## config.mk

```make
export PLATFORM = sky130hd
export DESIGN_NAME = uart_tx_core
export DESIGN_NICKNAME = d
export VERILOG_FILES = /design/src/rtl/uart_tx_core.sv
export SDC_FILE = /design/constraint.sdc
export NUM_CORES = 1
export LEC_CHECK = 0
export CORE_MARGIN = 2
export CORE_UTILIZATION = 54
export DETAILED_ROUTE_END_ITERATION = 10
export PLACE_DENSITY_LB_ADDON = 0.25
export SYNTH_ARGS = -nofsm -noshare
export SYNTH_HDL_FRONTEND = slang
export SYNTH_SLANG_ARGS = --single-unit
```

## constraint.sdc

```tcl
create_clock -name clk -period 4.8 [get_ports clk]
set_clock_uncertainty 0.15 [all_clocks]
set_input_delay 1.2 -clock clk [delete_from_list [all_inputs] [get_ports clk]]
set_output_delay 1.2 -clock clk [all_outputs]
set_load 0.02 [all_outputs]
```

## src/rtl/uart_tx_core.sv

```systemverilog
// UART transmit engine: start(0), DATA_WIDTH data bits LSB-first, optional parity, stop(1).
// One bit per clk. TX_OUT and busy are registered from the next state, so the start bit
// and busy=1 appear right after the accepting edge.
module uart_tx_core #(
  parameter int unsigned DATA_WIDTH = 8
) (
  input  logic                  clk,
  input  logic                  rst,
  input  logic [DATA_WIDTH-1:0] P_DATA,
  input  logic                  DATA_VALID,
  input  logic                  PAR_EN,
  input  logic                  PAR_TYP,
  output logic                  TX_OUT,
  output logic                  busy
);

  localparam int unsigned CNT_W = (DATA_WIDTH > 1) ? $clog2(DATA_WIDTH) : 1;
  localparam logic [CNT_W-1:0] CNT_LAST = CNT_W'(DATA_WIDTH - 1);

  typedef enum logic [2:0] {
    S_IDLE   = 3'd0,
    S_START  = 3'd1,
    S_DATA   = 3'd2,
    S_PARITY = 3'd3,
    S_STOP   = 3'd4
  } state_t;

  state_t                state, state_nxt;
  logic [CNT_W-1:0]      bit_cnt, bit_cnt_nxt;
  logic [DATA_WIDTH-1:0] data_r;
  logic                  par_en_r;
  logic                  par_r;
  logic                  accept_c;
  logic                  tx_nxt;
  logic                  busy_nxt;

  // Next-state, bit counter and next line values
  always_comb begin
    state_nxt   = S_IDLE;
    bit_cnt_nxt = bit_cnt;
    accept_c    = 1'b0;
    tx_nxt      = 1'b1;
    busy_nxt    = 1'b1;

    case (state)
      S_IDLE: begin
        if (DATA_VALID) begin
          state_nxt = S_START;
          accept_c  = 1'b1;
        end
      end
      S_START: begin
        state_nxt   = S_DATA;
        bit_cnt_nxt = '0;
      end
      S_DATA: begin
        if (bit_cnt == CNT_LAST) begin
          bit_cnt_nxt = '0;
          state_nxt   = par_en_r ? S_PARITY : S_STOP;
        end else begin
          bit_cnt_nxt = CNT_W'(bit_cnt + 1'b1);
          state_nxt   = S_DATA;
        end
      end
      S_PARITY: state_nxt = S_STOP;
      S_STOP:   state_nxt = S_IDLE;
      default: begin
        state_nxt   = S_IDLE;
        bit_cnt_nxt = '0;
      end
    endcase

    case (state_nxt)
      S_IDLE:   busy_nxt = 1'b0;
      S_START:  tx_nxt   = 1'b0;
      S_DATA:   tx_nxt   = data_r[bit_cnt_nxt];
      S_PARITY: tx_nxt   = par_r;
      S_STOP:   tx_nxt   = 1'b1;
      default: begin
        tx_nxt   = 1'b1;
        busy_nxt = 1'b0;
      end
    endcase
  end

  // State, counter, latched frame and registered line outputs
  always_ff @(posedge clk) begin
    if (rst) begin
      state    <= S_IDLE;
      bit_cnt  <= '0;
      data_r   <= '0;
      par_en_r <= 1'b0;
      par_r    <= 1'b0;
      TX_OUT   <= 1'b1;
      busy     <= 1'b0;
    end else begin
      state   <= state_nxt;
      bit_cnt <= bit_cnt_nxt;
      TX_OUT  <= tx_nxt;
      busy    <= busy_nxt;
      if (accept_c) begin
        data_r   <= P_DATA;
        par_en_r <= PAR_EN;
        par_r    <= (^P_DATA) ^ PAR_TYP;
      end
    end
  end

endmodule

```

==> impl_results.md <==
- Leak: 0.410 nW
- Iteration-0 DRC Markers: 8
- H-tree level count: 1
- Die width: 44.4 um
- Worst Max-Slew Pin Slew: 0.577 ns
- Outcome: completed
- Min-Delay Path Class: register to register
- Mean Syn Cell Area: 8.65 um^2
- Synth Register Bits: 18
- Crit Path Class: primary input to register
- Root Driver: clkbuf_4
- Fin area: 1050 um^2
- Total gr overflow: 0
- Total of max-cap violations: 0
- Core footprint: 1520 um^2
- Total Power: 309 uW
- Number of global-route vias before repair: 731
- Library cells used by synthesis: 29
- Startpoint types: primary input
- CP Data Arrival Time: 2.71 ns
- Fin cells: 132
- Setup repair bufs after CTS: 0
- Ports: 15
- Clk sinks: 18
- Routed WL per cell: 12.7 um
- Max Root-Sink Buffers: 2
- Clock latency on the worst-skew pair: 0.29 ns
- Setup ws final: 2.12 ns
- Reg2reg path depth: 8
- Hold buffer count at cts: 0
- Largest net degree at the start of global routing: 17
- Worst setup EP type: register
- Setup TNS: 0 ns
- Min cycle time layout: 2.68 ns
- ANT cells: 0
- Die ar.: 1970 um^2
- First-pass GRT wire length: 3080 um
- R2r setup slk: 2.55 ns
- Critical Path Source: rst
- Post-route ant nets: 0
- Mapped Area: 882 um^2
- Share of cells above drive strength 1: 6.03%
- Placed cell areas: 1020 um^2
- Register area share after synthesis: 40.9%
- Synth Net Count: 118
- Final WL: 1680 um
- Setup Slack @ Placement: 1.80 ns
- Antenna violations before repair: 0
- GRT Overall Usage: 22.1%
- Post-Place Cells: 129
- WHS Endpoint: data_r[4]
- Seq. cell area: 360 um^2
- DRC errors left: 0
- Max IR drop VDD: 0.168 mV
- RSZ-0062 raised after global routing: no
- Clock slew at reported path FFs: 0.09 ns
- Final setup violating endpoints: 0
- Hold WS: 0.311 ns
- Initial Util: 57.9%
- Top area cells in the synthesized netlist: dfxtp_1, nand2_1, a21oi_1
- Post-cts sizing count: 0
- CTS buffer count: 3
- Final core occ: 68.6%
- Slew HR: 61.4%
- Final hold vios: 0
- Fin. max-slew vios: 0
- Reg-to-Reg Start: bit_cnt[0]
- YS warnings: 0
- Crit share post-route: 55.8%
- IO Port Bufs: 14
- Power Density: 296 nW/um^2
- DR vias/cell: 5.61
- CTS tree: yes
- DRT Pass-1 Iters: 4
- CP Max Fanout: 16
- Footprint of the multi-input gates: 499 um^2
- Hold path startpoint: data_r[4]
- Layout net count: 134
- Reg-to-reg endpoint: TX_OUT
- Total number of vias: 741
- Die H: 44.4 um
- Worst EP required: 4.84 ns
- # fillers: 131
- F_max: 373 MHz
- Layout overhead on the synthesized area: 18.6%
- DP HPWL: 1300 um
- Synth top area share: 40.9%
- Routability congestion estimate: 0.723
- Largest area contributor in the netlist: dfxtp_1
- Synthesized netlist cell count: 102
- Hold Path Cell Cnt: 2
- # rows: 14
[synthesized netlist by cell type (all sizes together)]
library cell	count
nand2	24
dfxtp	18
a21oi	13
mux2i	6
xnor2	6
nor2	5
ha	3
o21ai	3
clkbuf	2
nor2b	2
nor3b	2
or2b	2
or3	2
xor2	2
a22oi	1
a2bb2oi	1
and2	1
and3	1
buf	1
inv	1
nand2b	1
nor3	1
nor4b	1
o22ai	1
o311ai	1
o31a	1
[routing by layer]
metal / share of wire (%) / global-route usage (%) / vias up
met4: 2.6 / 13.3 / 0
met5: 0 / 0 / -
met1: 42 / 24.9 / 342
met3: 2.9 / 4.90 / 5
li1: - / - / 380
met2: 53 / 37.6 / 14
[cell families after synthesis]
| logic type | after synthesis | synth area share [%] |
|---|---|---|
| xor gates and xnor gates | 8 | 7.94 |
| adders and majority gates | 3 | 4.26 |
| AOI/OAI and AO/OA | 21 | 14.6 |
| DFF | 18 | 40.9 |
| and+or+nand+nor | 42 | 23.0 |
| muxes | 6 | 6.81 |
| buffers and inverters | 4 | 2.55 |
[state kept, by name (all words and copies together), names as in the netlist]
name      flops
par_en_r      1
TX_OUT        1
state         3
busy          1
data_r        8
bit_cnt       3
par_r         1
[critical path, cell delays in order]
cell             delay [ns]
clkdlybuf4s50_1        0.70
nor3_1                 0.37
o311ai_0               0.18
o31a_1                 0.26
[power by group]
group          internal, mW  leakage (nW)  total, mW  switching (mW)
Sequential            0.160         0.148      0.168         0.00750
Combinational        0.0363         0.248     0.0695          0.0332
Clock                0.0292        0.0138     0.0724          0.0432
Total                 0.225         0.410      0.309          0.0839
[placed cells by master (no fill, tap or decap), drive strengths merged, types with 3 or more instances in the layout]
master / instances
clkbuf: 3
xnor2: 6
mux2i: 6
o21ai: 3
nor2: 5
clkdlybuf4s50: 14
dfxtp: 18
ha: 3
nand2: 24
a21oi: 13
[how the worst max path moves through the flow]
stage | depth (start not counted) | end | slack [ns]
finish | 4 | TX_OUT | 2.12
global route | 4 | TX_OUT | 2.03
CTS | 4 | TX_OUT | 2.11
detailed placement | 4 | TX_OUT | 1.80
global placement | 4 | TX_OUT | 1.86
floorplan | 4 | busy | 2.61
[layout make-up]
type,count,area share [%]
repair buffers,14,13.4
clock buffers,3,2.15
inverters,1,0.359
multi-input cells,80,47.7
flip-flops and latches,18,34.4
well taps,16,1.91
(Power assumes the default switching activity.)
==> RTL edit 1: new RTL, same settings <==
Change the parameter `DATA_WIDTH` from 8 to 4.
--- a/src/rtl/uart_tx_core.sv
+++ b/src/rtl/uart_tx_core.sv
@@ -2,7 +2,7 @@
 // One bit per clk. TX_OUT and busy are registered from the next state, so the start bit
 // and busy=1 appear right after the accepting edge.
 module uart_tx_core #(
-  parameter int unsigned DATA_WIDTH = 8
+  parameter int unsigned DATA_WIDTH = 4
 ) (
   input  logic                  clk,
   input  logic                  rst,
Interface: changed (resized P_DATA); port bits go from 15 to 11. No check against the original RTL was run, so the function may have changed too.
==> RTL edit 1 against the original RTL <==
Power shrank 22%; worst setup slack gained 0.038 ns; via count shrank 35%; sequential cell count shrank 5; cell count shrank 33%; global-route usage shrank 3.1 points; cell area shrank 28%; synthesized area shrank 29%; critical path type unchanged; routed wire length shrank 32%.
==> RTL edit 1: results (changes against the original RTL) <==
Outcome = finished clean (unchanged)
Synth Area in XOR/XNOR = 5.57% (was 7.94%)
Vias in the first global route = 440 (was 731)
Post-layout nets = 86 (was 134)
VDD IR max = 0.000182 V (was 0.000168 V)
Mux contribution to synthesized area = 14.3% (was 6.81%)
Sequential share of the synthesized area = 41.4% (was 40.9%)
CP max stage delay = 0.52 ns (was 0.70 ns)
Biggest regs = data_r x4, state x3, bit_cnt x2 (was data_r x8, bit_cnt x3, state x3)
Hold wc startpoint = data_r[3]$_SDFFE_PP0N_ (was data_r[4]$_SDFFE_PP0N_)
Compound-Gate Fraction of Synth Area = 12.1% (was 14.6%)
Synth Area in Adders = 1.99% (was 4.26%)
Drt initial violations = 3 (was 8)
Count of cell types in the netlist = 27 (was 29)
Gr usage total = 19.0% (was 22.1%)
Leading post-synthesis cells by cell area = dfxtp_1 (41%), mux2i_1 (14%), nor2_1 (6.6%) (was dfxtp_1 (41%), nand2_1 (10%), a21oi_1 (6.8%))
Clock root buffer master = clkbuf_4 (unchanged)
CP startpoint = DATA_VALID (was rst)
Max_slew headroom = 61.4% (about the same)
Port-buffer cells = 10 (was 14)
Share of layout cells above drive strength 1 = 9.33% (was 6.03%)
Crit path max fanout = 6 (was 16)
Fillers = 92 (was 131)
Initial antenna violation count = 0 (unchanged)
Syn nets = 73 (was 118)
Largest net degree at the start of global routing = 14 (was 17)
Crit path max-delay family = simple AND/OR/NAND/NOR gates (was buffers and inverters)
Slowest-stage cell, CP = nor3b_2 (was clkdlybuf4s50_1)
TritonCTS buffer count = 3 (unchanged)
ANT cells = 0 (unchanged)
First-pass GRT wire length = 1.81 mm (was 3.08 mm)
Hpwl dp = 892 microns (was 1.30 mm)
Gp weighted congestion = 0.693 (was 0.723)
Vias after detailed routing = 481 (was 741)
Worst min path class = reg -> reg (unchanged)
Leakage = 0.000298 uW (was 0.000410 uW)
Final Max Slew Viols = 0 (unchanged)
WP data arrival = 2.64 ns (was 2.71 ns)
Final wirelength = 1.14 mm (was 1.68 mm)
Synth cell count leaders = dfxtp_1 (13), nor2_1 (11), mux2i_1 (9) (was nand2_1 (24), dfxtp_1 (18), a21oi_1 (12))
Area after DPL = 732 sq um (was 0.00102 sq mm)
Clk Latency, worst-skew pair = 0.28 ns
==> RTL edit 1: changes by cell type in the layout (fill, tap and decap cells not counted), moves of 4 or more <==
| cell | delta |
|---|---|
| clkdlybuf4s50_1 | -4 |
| dfxtp_1 | -5 |
| nand2_1 | -23 |
| nor2_1 | +6 |
| a21oi_1 | -10 |
==> RTL edit 1: worst paths after layout <==
path	slack, ns	cells past startpoint	to
worst max-delay path	2.16	5	data_r[1]$_SDFFE_PP0N_
worst min-delay path	0.37	2	data_r[3]$_SDFFE_PP0N_
worst max register to register	2.97	6	TX_OUT$_SDFF_PP1_
worst min register to register	0.37	2	data_r[3]$_SDFFE_PP0N_
==> RTL edit 1: tightest hold or removal path, stage by stage (launching register included) <==
cell	delay (ns)
dfxtp_1	0.34
mux2i_1	0.07
nor2_1	0.07
==> RTL edit 1: area by class of cell <==
| cell class | instances | area [sq um] | share of cell area (%) |
|---|---|---|---|
| Multi-Input combinational cell | 47 | 350 | 46.2 |
| Sequential cell | 13 | 260 | 34.3 |
| Timing Repair Buffer | 10 | 100 | 13.2 |
| Clock buffer | 4 | 26.3 | 3.47 |
| Tap cell | 14 | 17.5 | 2.31 |
| Inverter | 1 | 3.75 | 0.495 |
==> RTL edit 1: metal layers <==
layer	vias up	share of wire [%]	track usage, %
li1	247	-	-
met1	220	42	21.1
met2	10	52	30.9
met3	4	3.5	5.23
met4	0	2.2	13.4
met5	-	0	0
==> RTL edit 1: kinds of logic after synthesis <==
logic type | count (synthesis)
adders and majority gates | 1
AOI/OAI and AO/OA | 9
buffers and inverters | 3
and+or+nand+nor | 24
xor gates and xnor gates | 4
muxes | 9
DFF | 13
==> RTL edit 1: report_power, final <==
group	internal, uW	leakage, uW	switching, uW	total, uW
Sequential	116	0.000107	6.81	123
Clock	32.2	0.0000150	34.8	67.0
Combinational	28.4	0.000176	23.7	52.1
==> RTL edit 1: stage by stage <==
stage / setup slack (ns) / std cells / utilization [%] / total power, uW / hold slack, ns
2_1_floorplan: 2.48 / 63 / - / 161 / 0.310
3_3_place_gp: 1.87 / 85 / 66.8 / 176 / 0.324
3_5_place_dp: 1.84 / 85 / 66.8 / 178 / 0.342
4_1_cts: 2.13 / 89 / 69.2 / 245 / 0.363
5_1_grt: 2.06 / 89 / 69.2 / 255 / 0.388
6_report: 2.16 / 89 / 69.2 / 242 / 0.366
==> RTL edit 2: new RTL, same flow settings <==
Made on the original files. Encoding of `state_t`: now one-hot (5 bits for 5 states).
--- a/src/rtl/uart_tx_core.sv
+++ b/src/rtl/uart_tx_core.sv
@@ -17,12 +17,12 @@
   localparam int unsigned CNT_W = (DATA_WIDTH > 1) ? $clog2(DATA_WIDTH) : 1;
   localparam logic [CNT_W-1:0] CNT_LAST = CNT_W'(DATA_WIDTH - 1);
 
-  typedef enum logic [2:0] {
-    S_IDLE   = 3'd0,
-    S_START  = 3'd1,
-    S_DATA   = 3'd2,
-    S_PARITY = 3'd3,
-    S_STOP   = 3'd4
+  typedef enum logic [4:0] {
+    S_IDLE   = 5'b00001,
+    S_START  = 5'b00010,
+    S_DATA   = 5'b00100,
+    S_PARITY = 5'b01000,
+    S_STOP   = 5'b10000
   } state_t;
 
   state_t                state, state_nxt;
Formal check against the unedited RTL: no difference found for any inputs over 10 cycles, from zero or initial values and one cycle with rst high; not proved beyond that.
==> RTL edit 2 against the original RTL <==
Routed wire length up 9.3%; global-route usage down 3.7 points; sequential share of layout area down 1.2 points; worst setup slack worse by 0.097 ns; cell area up 15%; count of clock-buffer cells in the layout up 1; synthesized area up 18%; clock power up 35%; first-iteration DRC count up 63%; sequential cell count up 2; power up 10%; critical path type unchanged; highest routed layer unchanged.
==> RTL edit 2: results (changes against the original RTL) <==
Outcome = finished clean (unchanged)
Vias in the first global route = 680 (was 731)
Gr usage total = 18.4% (was 22.1%)
Mux contribution to synthesized area = 11.5% (was 6.81%)
Gp weighted congestion = 0.820 (was 0.723)
Synth cell count leaders = dfxtp_1 (20), nor2_1 (17), mux2i_1 (12) (was nand2_1 (24), dfxtp_1 (18), a21oi_1 (12))
Clk pin slew, worst setup/hold paths = 0.12 ns (was 0.09 ns)
Slowest-stage cell, CP = or3_2 (was clkdlybuf4s50_1)
Post-layout nets = 140 (was 134)
Leakage = 0.000483 uW (was 0.000410 uW)
Hpwl dp = 1.36 mm (was 1.30 mm)
Share of layout cells above drive strength 1 = 8.87% (was 6.03%)
Largest net degree at the start of global routing = 20 (was 17)
Drt initial violations = 13 (was 8)
Number of vias per cell = 5.39 (was 5.61)
Synth Area in XOR/XNOR = 8.40% (was 7.94%)
Syn nets = 128 (was 118)
Final wirelength = 1.83 mm (was 1.68 mm)
Max_slew headroom = 55.9% (was 61.4%)
Synth Area in Adders = 2.40% (was 4.26%)
DP Worst Slack = 1.70 ns (was 1.80 ns)
First-pass GRT wire length = 2.88 mm (was 3.08 mm)
WP data arrival = 2.83 ns (was 2.71 ns)
CP max stage delay = 0.62 ns (was 0.70 ns)
VDD IR max = 0.000186 V (was 0.000168 V)
Count of cell types in the netlist = 35 (was 29)
Biggest regs = data_r x8, state x5, bit_cnt x3 (was data_r x8, bit_cnt x3, state x3)
Leading post-synthesis cells by cell area = dfxtp_1 (38%), mux2i_1 (12%), nor2_1 (6.1%) (was dfxtp_1 (41%), nand2_1 (10%), a21oi_1 (6.8%))
Clock root buffer master = clkbuf_4 (unchanged)
Initial antenna violation count = 0 (unchanged)
Sequential share of the synthesized area = 38.4% (was 40.9%)
Compound-Gate Fraction of Synth Area = 12.6% (was 14.6%)
RTL edit 2: critical path, delay by kind of cell:
kind,cells,cell delay [ns]
buf+inv,1,0.46
simple gates,3,0.79
compound gates,2,0.37
RTL edit 2: cells by family after synthesis:
kind of cell | after synthesis
XOR/XNOR | 10
multiplexers | 12
adder cells (fa/ha/maj) | 2
buffers and inverters | 13
AND/OR/NAND/NOR | 38
AO/OA/AOI/OAI | 18
flip-flops | 20
RTL edit 2: layout make-up:
class                   instances  area (sq um)
repair buffers                 14           140
fillers                       152           562
multi-input cells              80           572
flip-flops and latches         20           400
clock buffers                   4          36.3
well taps                      25          31.3
inverters                       6          22.5
RTL edit 2: path summary, 6_finish.rpt:
path	from	endpoint	slack (ns)	cells past startpoint
setup reg to reg	bit_cnt[0]$_SDFF_PP0_	TX_OUT$_SDFF_PP1_	2.43	8
setup / recovery	DATA_VALID	TX_OUT$_SDFF_PP1_	2.02	6
hold / removal	par_r$_SDFFE_PP0P_	par_r$_SDFFE_PP0P_	0.31	2
hold reg to reg	par_r$_SDFFE_PP0P_	par_r$_SDFFE_PP0P_	0.31	2
RTL edit 2: stage by stage:
stage | instances | area, sq um
2_1_floorplan | 113 | 1040
3_5_place_dp | 145 | 1170
5_1_grt | 149 | 1200
4_1_cts | 149 | 1200
3_3_place_gp | 145 | 1170
6_report | 149 | 1200
RTL edit 2: power by group:
part | switching (uW) | leakage (uW) | internal [uW]
clock | 51.7 | 0.0000210 | 46.3
sequential | 7.68 | 0.000164 | 175
combinational | 26.4 | 0.000299 | 33.2
RTL edit 2: metal layers:
metal  vias up  part of all wire [%]  GRT usage, %
met2        20                    46          29.3
met4         0                   2.3          10.3
met3         5                   3.6          3.77
met1       365                    48          23.1
met5         -                     0             0
li1        413                     -             -
